## src/rtl/gb_cpu_int_ctrl.sv

```systemverilog
// Game Boy CPU interrupt controller: IF/IE registers, IME enable sequencing,
// and the RUN/HALT/DISPATCH core sequencer that selects the interrupt vector.
module gb_cpu_int_ctrl (
    input  logic        clk,
    input  logic        rst_n,
    input  logic        m_tick,
    input  logic        instr_end,
    input  logic        enable_interrupts,
    input  logic        disable_interrupts,
    input  logic        ime_set_now,
    input  logic        clear_interrupt_flag,
    input  logic        write_interrupt_vector,
    input  logic        halt_req,
    input  logic [4:0]  irq_in,
    input  logic        if_wr_en,
    input  logic [4:0]  if_wr_data,
    input  logic        ie_wr_en,
    input  logic [7:0]  ie_wr_data,
    output logic [4:0]  if_q,
    output logic [7:0]  ie_q,
    output logic        ime,
    output logic        halted,
    output logic        int_dispatch,
    output logic [15:0] int_vector
);

    typedef enum logic [1:0] {IME_OFF, IME_ARMED, IME_ON} ime_state_t;
    typedef enum logic [1:0] {ST_RUN, ST_HALT, ST_DISPATCH} core_state_t;

    ime_state_t  ime_state, ime_next;
    core_state_t core_state, core_next;

    logic [4:0]  pending;
    logic [4:0]  if_next;
    logic [2:0]  idx, idx_next;
    logic        enter_dispatch;
    logic        clear_now;

    // Bit 0 (VBlank) has the highest priority.
    function automatic logic [2:0] lowest_set(input logic [4:0] p);
        logic [2:0] r;
        r = 3'd0;
        for (int i = 4; i >= 0; i--) begin
            if (p[i]) r = 3'(i);
        end
        return r;
    endfunction

    assign pending      = ie_q[4:0] & if_q;
    assign ime          = (ime_state == IME_ON);
    assign halted       = (core_state == ST_HALT);
    assign int_dispatch = (core_state == ST_DISPATCH);

    always_comb begin
        core_next = core_state;
        case (core_state)
            ST_RUN: begin
                if (m_tick && instr_end) begin
                    if (ime && (pending != 5'd0)) core_next = ST_DISPATCH;
                    else if (halt_req)            core_next = ST_HALT;
                end
            end
            ST_HALT: begin
                if (m_tick && (pending != 5'd0)) core_next = ime ? ST_DISPATCH : ST_RUN;
            end
            ST_DISPATCH: begin
                if (m_tick && write_interrupt_vector) core_next = ST_RUN;
            end
            default: core_next = ST_RUN;
        endcase
    end

    assign enter_dispatch = (core_next == ST_DISPATCH) && (core_state != ST_DISPATCH);
    assign idx_next       = enter_dispatch ? lowest_set(pending) : idx;

    // Dispatch entry overrides every IME control; DI beats RETI beats EI.
    always_comb begin
        ime_next = ime_state;
        if (m_tick) begin
            if (enter_dispatch)                                   ime_next = IME_OFF;
            else if (disable_interrupts)                          ime_next = IME_OFF;
            else if (ime_set_now)                                 ime_next = IME_ON;
            else if (ime_state == IME_ARMED)                      ime_next = IME_ON;
            else if (enable_interrupts && ime_state == IME_OFF)   ime_next = IME_ARMED;
        end
    end

    // Incoming requests are OR-ed last so a same-cycle write or clear never drops them.
    assign clear_now = clear_interrupt_flag && m_tick && (core_state == ST_DISPATCH);
    always_comb begin
        if_next = if_wr_en ? if_wr_data : if_q;
        if (clear_now) if_next = if_next & ~(5'b00001 << idx);
        if_next = if_next | irq_in;
    end

    always_ff @(posedge clk or negedge rst_n) begin
        if (!rst_n) begin
            if_q       <= 5'd0;
            ie_q       <= 8'd0;
            ime_state  <= IME_OFF;
            core_state <= ST_RUN;
            idx        <= 3'd0;
            int_vector <= 16'h0040;
        end else begin
            if_q       <= if_next;
            if (ie_wr_en) ie_q <= ie_wr_data;
            ime_state  <= ime_next;
            core_state <= core_next;
            idx        <= idx_next;
            if (enter_dispatch) int_vector <= 16'h0040 + {10'd0, idx_next, 3'b000};
        end
    end

endmodule

```

## config.mk

```make
export PLATFORM = sky130hd
export DESIGN_NAME = gb_cpu_int_ctrl
export DESIGN_NICKNAME = d
export VERILOG_FILES = /design/src/rtl/gb_cpu_int_ctrl.sv
export SDC_FILE = /design/constraint.sdc
export NUM_CORES = 1
export LEC_CHECK = 0
export CAP_MARGIN = 20
export CORE_ASPECT_RATIO = 1.5
export CORE_UTILIZATION = 29
export CTS_BUF_LIST = sky130_fd_sc_hd__clkbuf_4 sky130_fd_sc_hd__clkbuf_8 sky130_fd_sc_hd__clkbuf_16
export CTS_CLUSTER_SIZE = 16
export DETAILED_ROUTE_END_ITERATION = 12
export PLACE_DENSITY = 0.73
export SYNTH_ARGS = -nofsm -noshare
export SYNTH_HDL_FRONTEND = slang
export SYNTH_SLANG_ARGS = --single-unit
```

## constraint.sdc

```tcl
create_clock -name clk -period 3.4 [get_ports clk]
set_input_delay 0.34 -clock clk [delete_from_list [all_inputs] [get_ports clk]]
set_output_delay 0.34 -clock clk [all_outputs]
set_load 0.1 [all_outputs]
```

# Word level (Yosys, flattened, before mapping)
# Index checks and enable logic that the tools add are counted.
[totals] reg_bits=36 inputBits=30 output_inout_bits=32 elab_cells=51
[classes] add_sub_neg=1 n_eq_ne=6 n_shift=1 n_mux=20 n_bitwise=4 reduce_logical=13
[op_table] operator="two-way mux 2 bit" n=11
[op_table] operator="two-way mux 3 bit" n=6
[op_table] operator="AND 5 bit" n=2
[op_table] operator="two-way mux 5 bit" n=2
[op_table] operator="nonzero test 5 bit" n=2
[op_table] operator="adder 7 x 6 -> 8 bit, first input constant" n=1
[op_table] operator="logical AND 1 bit" n=8
[op_table] operator="== test 2 bit, second input constant" n=3
[op_table] operator="case mux 2 bit (3 select lines)" n=1
[op_table] operator="NOT 5 bit" n=1
[op_table] operator="bitwise OR 5 bit" n=1
[op_table] operator="<< shifter 1 x 3 -> 5 bit, first input constant" n=1
[op_table] operator="== test 2 x 1 -> 1 bit, second input constant" n=2
[op_table] operator="zero test 2 bit" n=2
[op_table] operator="inequality test 2 bit, second input constant" n=1
[op_table] operator="AND reduction 2 bit" n=1

# Longest topological paths before layout
# Gate-level depths: netlist of the first run.
[depth] word_depth=10 depth_mapped=5 depth_no_buf=4

# Least setup slack after synthesis of the first run
# No wires, ideal clock.
[synth_timing] path_kind="reg-to-reg" startpoint="reg core_state[0]" endpoint="reg if_q[4]" setup_time_ns=0.124 arrival_time_ns=2.148 t_required_ns=3.276 setup_slack_ns=1.128 path_stages_with_launch=4 path_buffers=0 synth_period_minus_slack_ns=2.272 path_cell_list="dfrtp_1 nor2_1 a31oi_1 or2_1"
[synth_via] elab_chain_cells=4
[synth_lines] element="start: declaration" line="31" text="core_state_t core_state, core_next;"
[synth_lines] element="start signal: assignment" line="108" text="core_state <= core_next;"
[synth_lines] element="== test 2 bit"
[synth_lines] element="via int_dispatch" line="23" text="output logic int_dispatch,"
[synth_lines] element="logical AND 1 bit" line="89" text="assign clear_now = clear_interrupt_flag && m_tick && (core_state == ST_DISPATCH);"
[synth_lines] element="two-way mux 5 bit" line="92" text="if (clear_now) if_next = if_next & ~(5'b00001 << idx);"
[synth_lines] element="bitwise OR 5 bit" line="93" text="if_next = if_next | irq_in;"
[synth_lines] element="via if_next[4]" line="34" text="logic [4:0] if_next;"
[synth_lines] element="end signal: assignment" line="105" text="if_q <= if_next;"
[synth_lines] element="end: declaration" line="19" text="output logic [4:0] if_q,"
# The timed path passes the listed nets, and every way through them passes these cells.
# A chain may end at the register's enable or synchronous reset.

# Worst setup path in the final report of the first run
[layout_timing] startpoint="reg core_state[1]" endpoint="out int_dispatch"
[layout_via] elab_chain_cells=1
[layout_lines] element="== test 2 bit" line="52" text="assign int_dispatch = (core_state == ST_DISPATCH);"
[layout_lines] element="end: declaration" line="23"
# No other way between the ends.

==> metrics.csv, run 1 <==
metric,value,unit
vias,930,
root_buffer,clkbuf_8,
grt_overflow,0,
postCtsResizedCells,0,
power.density,622,nW/um^2
grt_max_degree,24,
globalRouteTotalUtil,13.0,%
cp_top_family,buffers and inverters,
critPathRequiredTime,3.06,ns
antenna_found_initial,0,
pwr-share-comb,49.8,%
ys_ff_latch,23,
crit_chain,inv_2 -> nor2_1 -> clkdlybuf4s50_1,
post-route-period-util,70.4,%
chipWidth,54.3,microns
finalSetupViolCount,0,
ys_seq_area_share,48.4,%
irDropWorstVdd,0.399,mV
diodes,0,
drive_gt1_share,8.39,%
fin_hold_ws,0.303,ns
setup_tns,0,ns
die_area,4370,sq um
num_io_pins,62,
rsz0062_at_grt,false,
total_power,0.00107,W
multi_input_area,519,sq um
switching_power,0.000514,W
dp_hpwl,2.13,mm
postCtsHoldBufs,0,
cp-end-kind,output pin,
period_minus_slack,2.39,ns
outcome,"finished, final reports clean",
finalHoldViolations,0,
clockBufferDepth,2,
htreeDepth,1,
p_int,0.000557,W
crit_buf_inv,2,
clock_power_share,16.4,%
cts_sinks,23,
syn_avg_cell_area,11.0,sq um
start_util,30.3,%
max_freq,0.418,GHz
firstDrtPassIters,4,
area.growth.synth_to_final,44.8,%
seqPwrFrac,33.8,%
drv_cap,0,
p_leak,0.761,nW
critPathMaxStageDelay,1.17,ns
ff_latch_area,576,sq um
nets,186,
tightest_slew,0.988,ns
numPortBuffers,48,
relSlewSlack,33.9,%
viasPerCell,4.65,
critPathLaunchType,flip-flop,
crit_fanout,4,
num_rows,28,
numCtsBuffers,3,
die_y,80.5,microns
final_cell_mix,"48 x clkdlybuf4s50_1, 23 x dfrtp_1, 13 x conb_1, 9 x nand2_1, 6 x mux2_1",
cts_tree,built,
wl_per_cell,13.2,microns
core-area,3920,sq um
crit_arrival,2.05,ns
routed_wl,2.63,mm
synth_cell_types,34,
swShare,48.0,%
cts_setup_buffers,0,
syn_area,1190,sq um
final_common_cell,clkdlybuf4s50_1,
drt-initial-drc-count,7,
post-route-drc-count,0,
path_clk_slew,0.08,ns
syn_inst,108,
slew_viol_final,0,
worst_skew_pair.late_latency,0.26,ns
ys_warn_count,0,
ant_nets,0,
first_global_vias,908,
fillerInstances,388,
finalClockSkew,0.00368,ns
hp-class,input pin to asynchronous set/reset pin,
grt_pass1_wl,4.08,mm
gp_congestion,0.732,
criticalPathCategory,flip-flop to output pin,
cpMaxStageDelayCell,clkdlybuf4s50_1,
area by class of cell:
class | count | share of cell area, %
repair buffers | 49 | 29.5
flip-flops and latches | 23 | 33.4
clock buffers | 4 | 2.83
inverters | 4 | 0.871
multi-input cells | 75 | 30.1
well taps | 45 | 3.27
synthesized netlist by cell type (all sizes together):
cell type	n	area share, %
nand4b	1	0.74
nor3b	1	0.63
a31oi	5	2.6
nand3	1	0.42
dfrtp	23	48
a21o	4	2.5
o21a	1	0.63
o2111ai	1	1.3
o21ai	1	0.42
mux2i	5	4.2
o32ai	1	0.74
nor2b	2	1.7
a21boi	1	0.63
nor3	3	1.3
inv	4	1.3
a32oi	1	0.74
a22oi	2	1.3
nor4	1	1.1
or2	5	2.6
nand2b	2	1.1
buf	15	9.6
conb	2	0.63
nand2	9	2.8
nor2	1	0.32
a21oi	3	1.3
clkbuf	2	0.63
mux2	10	10
and3	1	0.53
sequential cells by signal (all words and copies together), names as in the netlist:
signal      flops
ie_q            8
core_state      2
idx             3
int_vector      3
ime_state       2
if_q            5
routing by layer:
metal | global-route usage [%] | wire, microns
met1 | 14.7 | 1010
met2 | 23.0 | 1410
met3 | 1.14 | 167
met4 | 6.15 | 42
met5 | 0 | 0
per-stage QoR:
stage | instance area, sq um | cells | utilization [%] | setup WS [ns]
global route | 1720 | 200 | 43.9 | 0.927
floorplan | 1230 | 119 | - | 1.13
CTS | 1700 | 199 | 43.2 | 0.991
global placement | 1650 | 195 | 42.0 | 1.32
detailed placement | 1650 | 195 | 42.0 | 1.30
finish | 1720 | 200 | 43.9 | 1.01
worst paths after layout:
check                                   start       endpoint  slack [ns]  cells after the start
worst max register to register        if_q[2]  int_vector[3]        1.72                      4
worst min register to register  int_vector[4]  int_vector[4]        0.48                      1
min in group clk                int_vector[4]  int_vector[4]        0.48                      1
max in group asynchronous               rst_n        ie_q[6]        2.73                      2
worst max-delay path            core_state[1]   int_dispatch        1.01                      3
worst min-delay path                    rst_n        ie_q[5]        0.30                      1
kinds of logic (layout without fill, tap and decap cells):
family,Yosys count,in the layout,synth area share [%]
compound gates,20,20,12.1
buf+inv,21,57,11.5
flops,23,23,48.4
mux,15,15,14.3
other cells,2,13,0.631
simple gates,27,27,13.1
power by group through the flow:
stage	logic (W)	clock network [W]	registers, W
5_1_grt	0.000555	0.000196	0.000371
6_report	0.000534	0.000175	0.000363
4_1_cts	0.000534	0.000184	0.000364
3_3_place_gp	0.000528	0	0.000367
2_1_floorplan	0.000230	0	0.000551
3_5_place_dp	0.000532	0	0.000369
(Power assumes the default switching activity.)
==> run 2, diff against run 1 <==
==> constraint.sdc (replaced) <==
create_clock -name clk -period 2.23 [get_ports clk]
set_input_delay 0.223 -clock clk [delete_from_list [all_inputs] [get_ports clk]]
set_output_delay 0.223 -clock clk [all_outputs]
set_load 0.1 [all_outputs]
==> metrics.csv, run 2 (synthesis gave the netlist of run 1 again) <==
metric,value,unit,change
outcome,"finished, final reports clean",,
drt-initial-drc-count,17,,+10
start_util,30.3,%,unchanged
viasPerCell,4.58,,-1.5%
numPortBuffers,48,,unchanged
nets,186,,unchanged
dp_hpwl,2.12,mm,-0.73%
drv_cap,0,,unchanged
postCtsHoldBufs,0,,unchanged
irDropWorstVdd,0.717,mV,+80%
criticalPathCategory,flip-flop to flip-flop,,
post-route-drc-count,0,,unchanged
largestRegisters,"ie_q x8, if_q x5",,
cp_top_family,simple AND/OR/NAND/NOR gates,,
die_area,4370,sq um,unchanged
root_buffer,clkbuf_8,,
num_rows,28,,unchanged
cts_tree,built,,
period_minus_slack,1.70,ns,
final_common_cell,clkdlybuf4s50_1,,
worst_skew_pair.late_latency,0.26,ns,about the same
cts_sinks,23,,unchanged
grt_overflow,0,,unchanged
power.density,974,nW/um^2,+57%
htreeDepth,1,,unchanged
max_freq,0.587,GHz,
finalHoldViolations,0,,unchanged
cts_setup_buffers,0,,unchanged
crit_buf_inv,0,,-2
critPathRequiredTime,2.38,ns,-0.68 ns
core-area,3920,sq um,unchanged
cp-end-kind,flip-flop,,
ff2ff_setup_slack,0.53,ns,-1.19 ns
globalRouteMet2Util,22.4,%,-0.61 points
largest_register,ie_q,,
postCtsResizedCells,0,,unchanged
path_clk_slew,0.08,ns,about the same
ant_nets,0,,unchanged
globalRouteTotalUtil,13.1,%,+0.11 points
wl_per_cell,13.2,microns,-0.11%
finalClockSkew,0.00517,ns,+0.00150 ns
largest_reg_flops,8,,unchanged
critPathMaxStageDelay,0.42,ns,-0.75 ns
crit_fanout,8,,+4
grt_pass1_wl,4.04,mm,-1.2%
use_met3,1.89,%,+0.76 points
drive_gt1_share,21.3,%,+13 points
crit_chain,a22oi_1 -> nand3_1 -> nand2b_1 -> mux2_4,,
routed_wl,2.63,mm,-0.11%
chipWidth,54.3,microns,unchanged
fin_hold_ws,0.307,ns,+0.00382 ns
area.growth.synth_to_final,39.3,%,
final_cell_mix,"29 x clkdlybuf4s50_1, 23 x dfrtp_1, 20 x buf_4, 13 x conb_1, 9 x nand2_1",,
gp_congestion,0.892,,+22%
clockBufferDepth,2,,unchanged
antenna_found_initial,0,,unchanged
p_leak,0.771,nW,+1.2%
diodes,0,,unchanged
crit_arrival,1.85,ns,-0.20 ns
slew_viol_final,0,,unchanged
numCtsBuffers,3,,unchanged
grt_max_degree,24,,unchanged
top_usage_layer,met2,,
post-route-period-util,76.4,%,
finalSetupViolCount,0,,unchanged
first_global_vias,900,,-0.88%
setup_tns,0,ns,unchanged
firstDrtPassIters,4,,unchanged
cpMaxStageDelayCell,dfrtp_1,,
vias,916,,-1.5%
die_y,80.5,microns,unchanged
grtUsageMet1,14.7,%,about the same
rsz0062_at_grt,false,,
critPathLaunchType,flip-flop,,
hp-class,input pin to asynchronous set/reset pin,,
num_io_pins,62,,unchanged
==> run 2: cell types whose count changed in the layout (fill, tap and decap cells not counted) <==
cell / delta
buf_16: -1
buf_4: +20
clkdlybuf4s50_1: -19
nor2_1: -1
nor2_2: +1
==> run 2: worst paths after layout <==
kind,startpoint,endpoint,cells past startpoint
max,if_q[2],idx[0],4
min,rst_n,ie_q[6],2
max reg2reg,if_q[2],idx[0],4
min reg2reg,ie_q[5],ie_q[5],1
max in group asynchronous,rst_n,if_q[4],2
min in group clk,ie_q[5],ie_q[5],1
==> run 2: area by class of cell <==
cell class	instances	area (sq um)
fill	402	2270
timing repair buffer	49	440
clock buffer	4	48.8
multi-input combinational	75	522
tap	45	56.3
inverter	4	15.0
sequential	23	576
==> run 2: layer usage <==
layer	wire [microns]	vias to the layer above
met5	0	-
met4	55	0
met3	189	6
met2	1340	44
met1	1050	419
li1	-	447
==> run 2: report_power, final <==
| group | internal (W) | switching (W) | leakage [nW] |
|---|---|---|---|
| Clock | 0.000139 | 0.000125 | 0.0262 |
| Sequential | 0.000488 | 0.0000683 | 0.274 |
| Combinational | 0.000202 | 0.000593 | 0.470 |
| Total | 0.000829 | 0.000786 | 0.771 |
==> run 2: stage by stage <==
stage | power (W) | cell area (sq um) | util (%) | setup WS, ns | std cells
final | 0.00162 | 1660 | 42.3 | 0.525 | 200
after detailed placement | 0.00136 | 1610 | 41.0 | 0.363 | 196
after floorplan | 0.00119 | 1230 | - | 0.213 | 119
after global placement | 0.00135 | 1610 | 41.0 | 0.426 | 196
after global routing | 0.00169 | 1660 | 42.3 | 0.475 | 200
after CTS | 0.00163 | 1660 | 42.3 | 0.539 | 200
